File: src/rtl/msx_slot_pkg.sv
// Shared constants and helpers for the MSX primary/secondary slot decoder and
// memory mapper: the sub-slot register address, the mapper port base and reset segments.
package msx_slot_pkg;

    localparam logic [15:0] SSR_ADDR      = 16'hFFFF;
    localparam logic [7:0]  MAP_PORT_BASE = 8'hFC;

    // Mapper segments come out of reset as 3,2,1,0 so pages 0..3 see a flat 64 KB.
    localparam logic [7:0] SEG_RESET_0 = 8'd3;
    localparam logic [7:0] SEG_RESET_1 = 8'd2;
    localparam logic [7:0] SEG_RESET_2 = 8'd1;
    localparam logic [7:0] SEG_RESET_3 = 8'd0;

    function automatic logic [7:0] seg_reset_value(input logic [1:0] seg);
        case (seg)
            2'd0:    seg_reset_value = SEG_RESET_0;
            2'd1:    seg_reset_value = SEG_RESET_1;
            2'd2:    seg_reset_value = SEG_RESET_2;
            default: seg_reset_value = SEG_RESET_3;
        endcase
    endfunction

    // Pick the 2-bit field for a page out of a slot-style register (PPI port A or an SSR).
    function automatic logic [1:0] page_slot(input logic [7:0] slot_reg, input logic [1:0] page);
        case (page)
            2'd0:    page_slot = slot_reg[1:0];
            2'd1:    page_slot = slot_reg[3:2];
            2'd2:    page_slot = slot_reg[5:4];
            default: page_slot = slot_reg[7:6];
        endcase
    endfunction

endpackage

File: src/rtl/msx_wr_strobe.sv
// Converts the Z80 write strobe into a single-cycle commit on its falling edge,
// so a long or stretched write updates a register exactly once.
module msx_wr_strobe (
    input  logic clk,
    input  logic rst_n,
    input  logic wr_n,
    output logic commit
);

    logic wr_q_r;

    // Previous strobe level; resets low so a strobe already low at release is ignored.
    always_ff @(posedge clk or negedge rst_n) begin
        if (!rst_n) begin
            wr_q_r <= 1'b0;
        end else begin
            wr_q_r <= wr_n;
        end
    end

    assign commit = wr_q_r & ~wr_n;

endmodule

File: src/rtl/msx_slot_mapper.sv
// MSX slot decoder: primary slot selects from PPI port A, secondary slot registers
// at 0xFFFF for expanded slots, and the I/O 0xFC-0xFF memory mapper segment registers.
module msx_slot_mapper
    import msx_slot_pkg::*;
#(
    parameter int         NUM_SLOTS = 4,
    parameter logic [3:0] EXP_MASK  = 4'b1000,
    parameter int         SEG_BITS  = 3,
    parameter int         MAP_SLOT  = 3,
    parameter int         MAP_SUB   = 0
) (
    input  logic                   clk_i,
    input  logic                   reset_n_i,
    input  logic [15:0]            addr_i,
    input  logic [7:0]             data_i,
    input  logic                   mreq_n_i,
    input  logic                   iorq_n_i,
    input  logic                   rd_n_i,
    input  logic                   wr_n_i,
    input  logic                   m1_n_i,
    input  logic                   rfsh_n_i,
    input  logic [7:0]             psl_i,
    output logic [NUM_SLOTS-1:0]   sltsl_n_o,
    output logic [15:0]            subsl_n_o,
    output logic [SEG_BITS+13:0]   map_addr_o,
    output logic                   map_cs_n_o,
    output logic [7:0]             data_o,
    output logic                   data_oe_o
);

    localparam logic [3:0] SLOT_MASK   = 4'((5'd1 << NUM_SLOTS) - 5'd1);
    localparam logic [3:0] EXP_EFF     = EXP_MASK & SLOT_MASK;
    localparam logic [1:0] MAP_SUB_SEL = 2'(MAP_SUB);

    logic [7:0]          ssr_r [4];
    logic [SEG_BITS-1:0] seg_r [4];

    logic [1:0]  page_s;
    logic [1:0]  pslot_s;
    logic [7:0]  cur_ssr_s;
    logic [1:0]  sub_s;
    logic        slot_valid_s;
    logic        slot_exp_s;
    logic        mem_s;
    logic        conflict_s;
    logic        ssr_acc_s;
    logic        io_map_s;
    logic        commit_s;
    logic        ssr_we_s;
    logic        seg_we_s;
    logic [3:0]  slot_sel_s;
    logic [15:0] subsl_n_s;
    logic        map_cs_s;
    logic [7:0]  rdata_s;
    logic        rdata_oe_s;

    msx_wr_strobe u_wr_strobe (
        .clk    (clk_i),
        .rst_n  (reset_n_i),
        .wr_n   (wr_n_i),
        .commit (commit_s)
    );

    // Bus cycle classification for the current address and strobes.
    always_comb begin
        page_s       = addr_i[15:14];
        pslot_s      = page_slot(psl_i, page_s);
        cur_ssr_s    = ssr_r[pslot_s];
        sub_s        = page_slot(cur_ssr_s, page_s);
        slot_valid_s = SLOT_MASK[pslot_s];
        slot_exp_s   = EXP_EFF[pslot_s];
        mem_s        = ~mreq_n_i & rfsh_n_i;
        conflict_s   = ~mreq_n_i & ~iorq_n_i;
        ssr_acc_s    = mem_s & (addr_i == SSR_ADDR) & slot_exp_s;
        io_map_s     = ~iorq_n_i & m1_n_i & mreq_n_i & (addr_i[7:2] == MAP_PORT_BASE[7:2]);
        ssr_we_s     = commit_s & ssr_acc_s & ~conflict_s;
        seg_we_s     = commit_s & io_map_s & ~conflict_s;
    end

    // Primary slot select; an SSR access is claimed by the decoder itself.
    always_comb begin
        slot_sel_s = 4'b0000;
        if (mem_s && slot_valid_s && !ssr_acc_s) begin
            slot_sel_s[pslot_s] = 1'b1;
        end else begin
            slot_sel_s = 4'b0000;
        end
    end

    // Secondary slot selects, only for slots built as expanded.
    always_comb begin
        subsl_n_s = 16'hFFFF;
        for (int s = 0; s < 4; s++) begin
            for (int k = 0; k < 4; k++) begin
                if (EXP_EFF[s] && slot_sel_s[s] && (sub_s == 2'(k))) begin
                    subsl_n_s[4*s+k] = 1'b0;
                end else begin
                    subsl_n_s[4*s+k] = 1'b1;
                end
            end
        end
    end

    // Mapper RAM select follows its slot, and its sub-slot when that slot is expanded.
    always_comb begin
        map_cs_s = 1'b0;
        if (EXP_EFF[MAP_SLOT]) begin
            map_cs_s = slot_sel_s[MAP_SLOT] & (sub_s == MAP_SUB_SEL);
        end else begin
            map_cs_s = slot_sel_s[MAP_SLOT];
        end
    end

    // Register read-back mux; SSR reads return the complement as on real hardware.
    always_comb begin
        rdata_s    = 8'hFF;
        rdata_oe_s = 1'b0;
        if (rd_n_i || conflict_s) begin
            rdata_s    = 8'hFF;
            rdata_oe_s = 1'b0;
        end else if (ssr_acc_s) begin
            rdata_s    = ~cur_ssr_s;
            rdata_oe_s = 1'b1;
        end else if (io_map_s) begin
            rdata_s[SEG_BITS-1:0] = seg_r[addr_i[1:0]];
            rdata_oe_s            = 1'b1;
        end else begin
            rdata_s    = 8'hFF;
            rdata_oe_s = 1'b0;
        end
    end

    // Sub-slot and segment registers, loaded once per write strobe.
    always_ff @(posedge clk_i or negedge reset_n_i) begin
        if (!reset_n_i) begin
            for (int s = 0; s < 4; s++) begin
                ssr_r[s] <= 8'h00;
                seg_r[s] <= SEG_BITS'(seg_reset_value(2'(s)));
            end
        end else begin
            if (ssr_we_s) begin
                ssr_r[pslot_s] <= data_i;
            end
            if (seg_we_s) begin
                seg_r[addr_i[1:0]] <= data_i[SEG_BITS-1:0];
            end
        end
    end

    assign sltsl_n_o  = ~slot_sel_s[NUM_SLOTS-1:0];
    assign subsl_n_o  = subsl_n_s;
    assign map_cs_n_o = ~map_cs_s;
    assign map_addr_o = {seg_r[page_s], addr_i[13:0]};
    assign data_o     = rdata_s;
    assign data_oe_o  = rdata_oe_s;

endmodule
File: config.mk
export PLATFORM = sky130hd
export DESIGN_NAME = msx_slot_mapper
export DESIGN_NICKNAME = d
export VERILOG_FILES = /design/src/rtl/msx_slot_pkg.sv /design/src/rtl/msx_wr_strobe.sv /design/src/rtl/msx_slot_mapper.sv
export SDC_FILE = /design/constraint.sdc
export NUM_CORES = 1
export LEC_CHECK = 0
export CORE_UTILIZATION = 46
export DETAILED_ROUTE_END_ITERATION = 7
export GPL_TIMING_DRIVEN = 0
export PLACE_DENSITY = 0.8
export SETUP_SLACK_MARGIN = 0.5
export SLEW_MARGIN = 10
export SYNTH_ARGS = -nofsm -noshare
export SYNTH_HDL_FRONTEND = slang
export SYNTH_SLANG_ARGS = --single-unit
File: constraint.sdc
create_clock -name clk_i -period 5.6 [get_ports clk_i]
set_clock_uncertainty 0.1 [all_clocks]
set_input_delay 1.68 -clock clk_i [delete_from_list [all_inputs] [get_ports clk_i]]
set_output_delay 1.68 -clock clk_i [all_outputs]
set_load 0.02 [all_outputs]
After elaboration in Yosys (flattened, before gate mapping)
Index checks and enable logic that the tools add are counted.

Bits in registers: 45. Input port bits: 40. Output and inout bits: 47. Logic and storage cells: 93.

Magnitude comparators: 7. Eq/ne operators: 7. Mux-type cells: 34. Bitwise logic cells: 23. Reduce and logical (&&, ||, !) cells: 13.

Operator list (count): 2-to-1 mux 8 bit (5); bitwise mux 32 bit (1); 2-to-1 mux 3 bit (6); binary-select mux 8 bit (select 2 bit) (1); demux 8 bit (select 2 bit) (1); equality test 16 bit (second input constant) (1); bitwise AND 1 bit (13); binary-select mux 3 bit (select 2 bit) (2); bitwise mux 12 bit (1); case mux 2 bit (3 select lines) (2); 2-to-1 mux 1 bit (10); >= comparator 3 bit (second input constant) (3); logical AND 1 bit (9); inverter 2 -> 3 bit (3); inverter 8 bit (1); demux 3 bit (select 2 bit) (1); equality test 2 bit (second input constant) (3); equality test 6 bit (second input constant) (1); less-than comparator 3 x 1 -> 1 bit (second input constant) (2); inverter 1 bit (5); binary-select mux 1 bit (select 2 bit) (2); equality test 2 x 1 -> 1 bit (second input constant) (2); logical NOT 2 bit (2); 2-to-1 mux 4 bit (1); 6 further kinds (6).

Depth between registers and ports, before layout
Depth in word-level cells: 10. Gate-level depth with buffers: 9. Depth with buffers taken out: 5.

Modules after synthesis
From an unflattened synthesis, not the netlist that was laid out.

Cell total of the unflattened synthesis: 235. Area, all modules: 2645.0 µm².

Modules (own cells, without submodules): msx_slot_mapper (times used 1, cells each 233, area an instance 2606.2 µm², seq. area each 1106.1 µm²); msx_wr_strobe (times used 1, cells each 2, area an instance 38.8 µm², seq. area each 25.0 µm²).

Worst setup path after synthesis
OpenSTA, ideal clock, no wires.

Kind: input to output. From: input addr_i[14]. To: output subsl_n_o[12]. Data arrival time: 3.871 ns. Required time: 3.820 ns. Setup slack: -0.051 ns. Stages on the path: 8. Buffers on the path: 3. Cells stage by stage: buf_6 > mux4_2 > buf_2 > mux2i_1 > mux4_2 > and4_1 > o21bai_1 > buf_4.

Longest elaborated chain between the ends: 10. Elaborated cells between the ends (all ways): 28. Those cells by class: 2 x order compare; 3 x eq/ne; 13 x mux; 3 x bitwise; 7 x reduce/logical.

RTL lines: start, declared (RTL line msx_slot_mapper.sv:14) `input logic [15:0] addr_i,`; equality test 2 bit (tied with other cells) (RTL line msx_slot_pkg.sv:25) `case (page)`; case mux 2 bit (3 select lines) (RTL line msx_slot_pkg.sv:25); inverter 2 -> 3 bit (not written as such) / binary-select mux 1 bit (select 2 bit) (equally long branches) (RTL line msx_slot_mapper.sv:68, msx_slot_mapper.sv:71); binary-select mux 8 bit (select 2 bit) / 2-to-1 mux 1 bit (equally long branches) (RTL line msx_slot_mapper.sv:68, msx_slot_mapper.sv:71); 2-to-1 mux 8 bit (not written as such) / bitwise AND 1 bit (equally long branches) (RTL line msx_slot_mapper.sv:68, msx_slot_mapper.sv:74); 2-to-1 mux 8 bit (not written as such) / logical NOT 1 bit (equally long branches) (RTL line msx_slot_mapper.sv:68, msx_slot_mapper.sv:83); case mux 2 bit (3 select lines) / logical AND 1 bit (equally long branches) (RTL line msx_slot_pkg.sv:25, msx_slot_mapper.sv:83); logical NOT 2 bit / 2-to-1 mux 4 bit (equally long branches) (RTL line msx_slot_mapper.sv:95, msx_slot_mapper.sv:83); logical AND 1 bit * (RTL line msx_slot_mapper.sv:95) `if (EXP_EFF[s] && slot_sel_s[s] && (sub_s == 2'(k))) begin`; 2-to-1 mux 1 bit * (RTL line msx_slot_mapper.sv:95); end, declared (RTL line msx_slot_mapper.sv:24) `output logic [15:0] subsl_n_o,`.

Every way passes the cells marked *; elsewhere a longest branch is shown, timed or not. The select of a mux whose other input is x is not followed.

Final worst setup path
Ends and elaborated chain as after synthesis.

==> results_dict.tcl <==
set metrics [dict create \
    holdPathEnd "ssr_r[13]$_DFFE_PN0P_" \
    synth_area_leader_cell "dfrtp_1" \
    rr_worst_depth 4 \
    port_buffers 71 \
    holdCritPathClass "reg2reg" \
    rrSetupSlack_ns 3.62 \
    cp.required_ns 3.82 \
    rsz0062_at_grt "true" \
    hpwl_um 4600 \
    grt.met2_usage_pct 38.4 \
    p_per_area_mw_per_mm2 171 \
    synth_ff_type "dfrtp_1" \
    track_usage_pct 22.8 \
    cts_sinks 45 \
    synth_top_area_share_pct 39.5 \
    clockBufferDepth 2 \
    diodes 0 \
    synth_cell_types 38 \
    reg2reg_to "seg_r[4]$_DFFE_PN0P_" \
    ys_ff_latch 45 \
    drive_gt1_share_pct 46.4 \
    start_util_pct 47.5 \
    firstDrtPassIters 4 \
    drt_iter0_markers 114 \
    drv_slew 0 \
    path_cells "buf_12, mux4_2, buf_12, buf_12, mux2i_2, mux2i_1, mux4_2, o21bai_4, buf_6, buf_6" \
    postSynthAreaPerCell_sq_um 11.3 \
    grt_pass1_vias 2126 \
    cpPeakStageDelay_ns 0.53 \
    clock_latency_ns 0.29 \
    p_leak_uw 0.00182 \
    ys_warn_count 0 \
    viasPerCell 5.16 \
    synth_edf_count 0 \
    worst_ir_drop_vdd_mv 0.145 \
    h-tree-depth 2 \
    design_area_sq_mm 0.00392 \
    reg2reg_from "u_wr_strobe.wr_q_r$_DFF_PN0_" \
    gp_congestion 0.824 \
    crit_start "addr_i[14]" \
    grt_pass1_wl_um 10300 \
    seq_area_frac_synth_pct 43.5 \
    crit_path_end_kind "output pin" \
    maxCapViolCount 0 \
    critical_path_class "in2out" \
    holdWs_ns 0.360 \
    via_count 2151 \
    finalNonFillerCells 417 \
    netlist_area_sq_mm 0.00260 \
    min-delay-start "ssr_r[13]$_DFFE_PN0P_" \
    gr-total-overflow 0 \
    die_h_um 77.2 \
    fp-row-count 27 \
    final_common_cell "buf_4" \
    hold_buffers 0 \
    area_delta_synth_final_pct 50.8 \
    syn-instance-count 229 \
    finalSetupViolCount 0 \
    crit_path_max_fanout 4 \
    ant_nets 0 \
    clkSlewWorstSetupHoldPaths_ns 0.08 \
    busiest_layer "met2" \
    cts_root_buf "clkbuf_8" \
    tritoncts "built" \
    drc 0 \
    coreArea_sq_mm 0.00547 \
    min_period_ns 5.59 \
    relSlewSlack_pct 65.1 \
    grt_max_degree 39 \
    routed_wl_um 6600 \
    slowest_stage "mux4_2" \
    cts_buffers 5 \
    gr-usage-met3_pct 6.07 \
    dp.cells 384 \
    wl_per_cell_um 15.8 \
    die-area_sq_mm 0.00595 \
    min_path_cells 1 \
    grt_antenna_before_repair 0 \
    synth_area_leaders "dfrtp_1 (39%), mux2_2 (9.5%), mux4_2 (8.7%), buf_4 (8.1%), mux2i_1 (8.1%)" \
    tightestPinTransition_ns 0.522 \
    synthArstFlopShare_pct 100 \
    use_met1_pct 28.2 \
    die_w_um 77.2 \
    fin_setup_tns_ns 0 \
    final_nets 385 \
    final_cell_mix "buf_4 (49), dfrtp_1 (41), clkdlybuf4s50_1 (31)" \
    outcome "finished clean" \
    cpMostUsedCell "buf_12" \
    fmaxAchievable_mhz 179 \
    io_pins 87 \
    fin_crit_sh_pct 99.9 \
    arrival_ns 3.81 \
    hold_violations 0 \
    startpoint_type "input port" \
    dpl_cell_area_sq_mm 0.00350 \
]
==> Yosys cell counts, types with 2 or more instances <==
library cell	number
a211o_1	2
a21oi_1	2
and2_1	3
and4_1	2
buf_2	4
buf_4	28
buf_6	2
clkbuf_1	26
dfrtp_1	41
dfstp_2	4
mux2_2	22
mux2i_1	21
mux4_2	10
nand2_1	12
nand2b_1	3
nand3_1	4
nand3b_1	2
nand4_1	6
nor2_1	6
nor2b_1	2
nor4_1	2
o211ai_1	2
o21ai_0	5
o21bai_1	2
or3b_2	2
or4_1	2
==> timing repair <==
item | 4_1_cts | 5_1_grt
pin swaps | 11 | 6
endpoints found under the setup margin | 21 | 20
buffers inserted | 23 | 3
gates resized for setup | 143 | 32
==> through the flow <==
stage          setup WS, ns  utilization (%)  total power, uW
2_1_floorplan         0.260                -              405
3_3_place_gp          -1.03             63.7              463
3_5_place_dp          -1.11             63.9              465
4_1_cts              0.0262             69.9              672
5_1_grt             -0.0828             71.6              702
6_report            0.00593             71.6              669
==> registers in the layout (all words and copies together) (netlist names) <==
name and count:
ssr_r 32, seg_r 12, u_wr_strobe.wr_q_r 1
==> routing by layer <==
metal,share of wire (%),vias up
met3,6.6,8
met1,41,1063
met5,0,-
li1,-,999
met4,1.3,0
met2,51,81
==> layout make-up <==
cell class              instances  area (sq um)
clock buffers                   6          72.6
flip-flops and latches         45          1130
inverters                       1          3.75
repair buffers                 98           897
fillers                       398          1550
clock inverters                 1          8.76
multi-input cells             134          1320
plain buffers                  60           394
well taps                      72          90.1
==> how the worst max path moves through the flow <==
stage	slack, ns	cells past startpoint	end
4_1_cts	0.03	10	subsl_n_o[12]
2_1_floorplan	0.26	8	subsl_n_o[12]
5_1_grt	-0.08	10	subsl_n_o[12]
6_report	0.006	10	subsl_n_o[12]
3_5_place_dp	-1.11	8	data_oe_o
3_3_place_gp	-1.03	8	data_oe_o
==> critical path, delay by kind of cell <==
kind | cells | cell delay, ns
mux | 4 | 1.33
compound gates | 1 | 0.20
buf+inv | 5 | 0.60
==> cells by family after synthesis <==
group                  synth area share, %
buffers and inverters                 13.6
AO/OA/AOI/OAI                         4.14
AND/OR/NAND/NOR                       12.3
other                                0.144
flip-flops                            43.5
multiplexers                          26.3
==> report_power, final <==
part	switching (uW)	internal (uW)
logic	72.3	80.4
clock network	104	86.4
registers	0.369	326
Power figures use the tool's default switching activity.
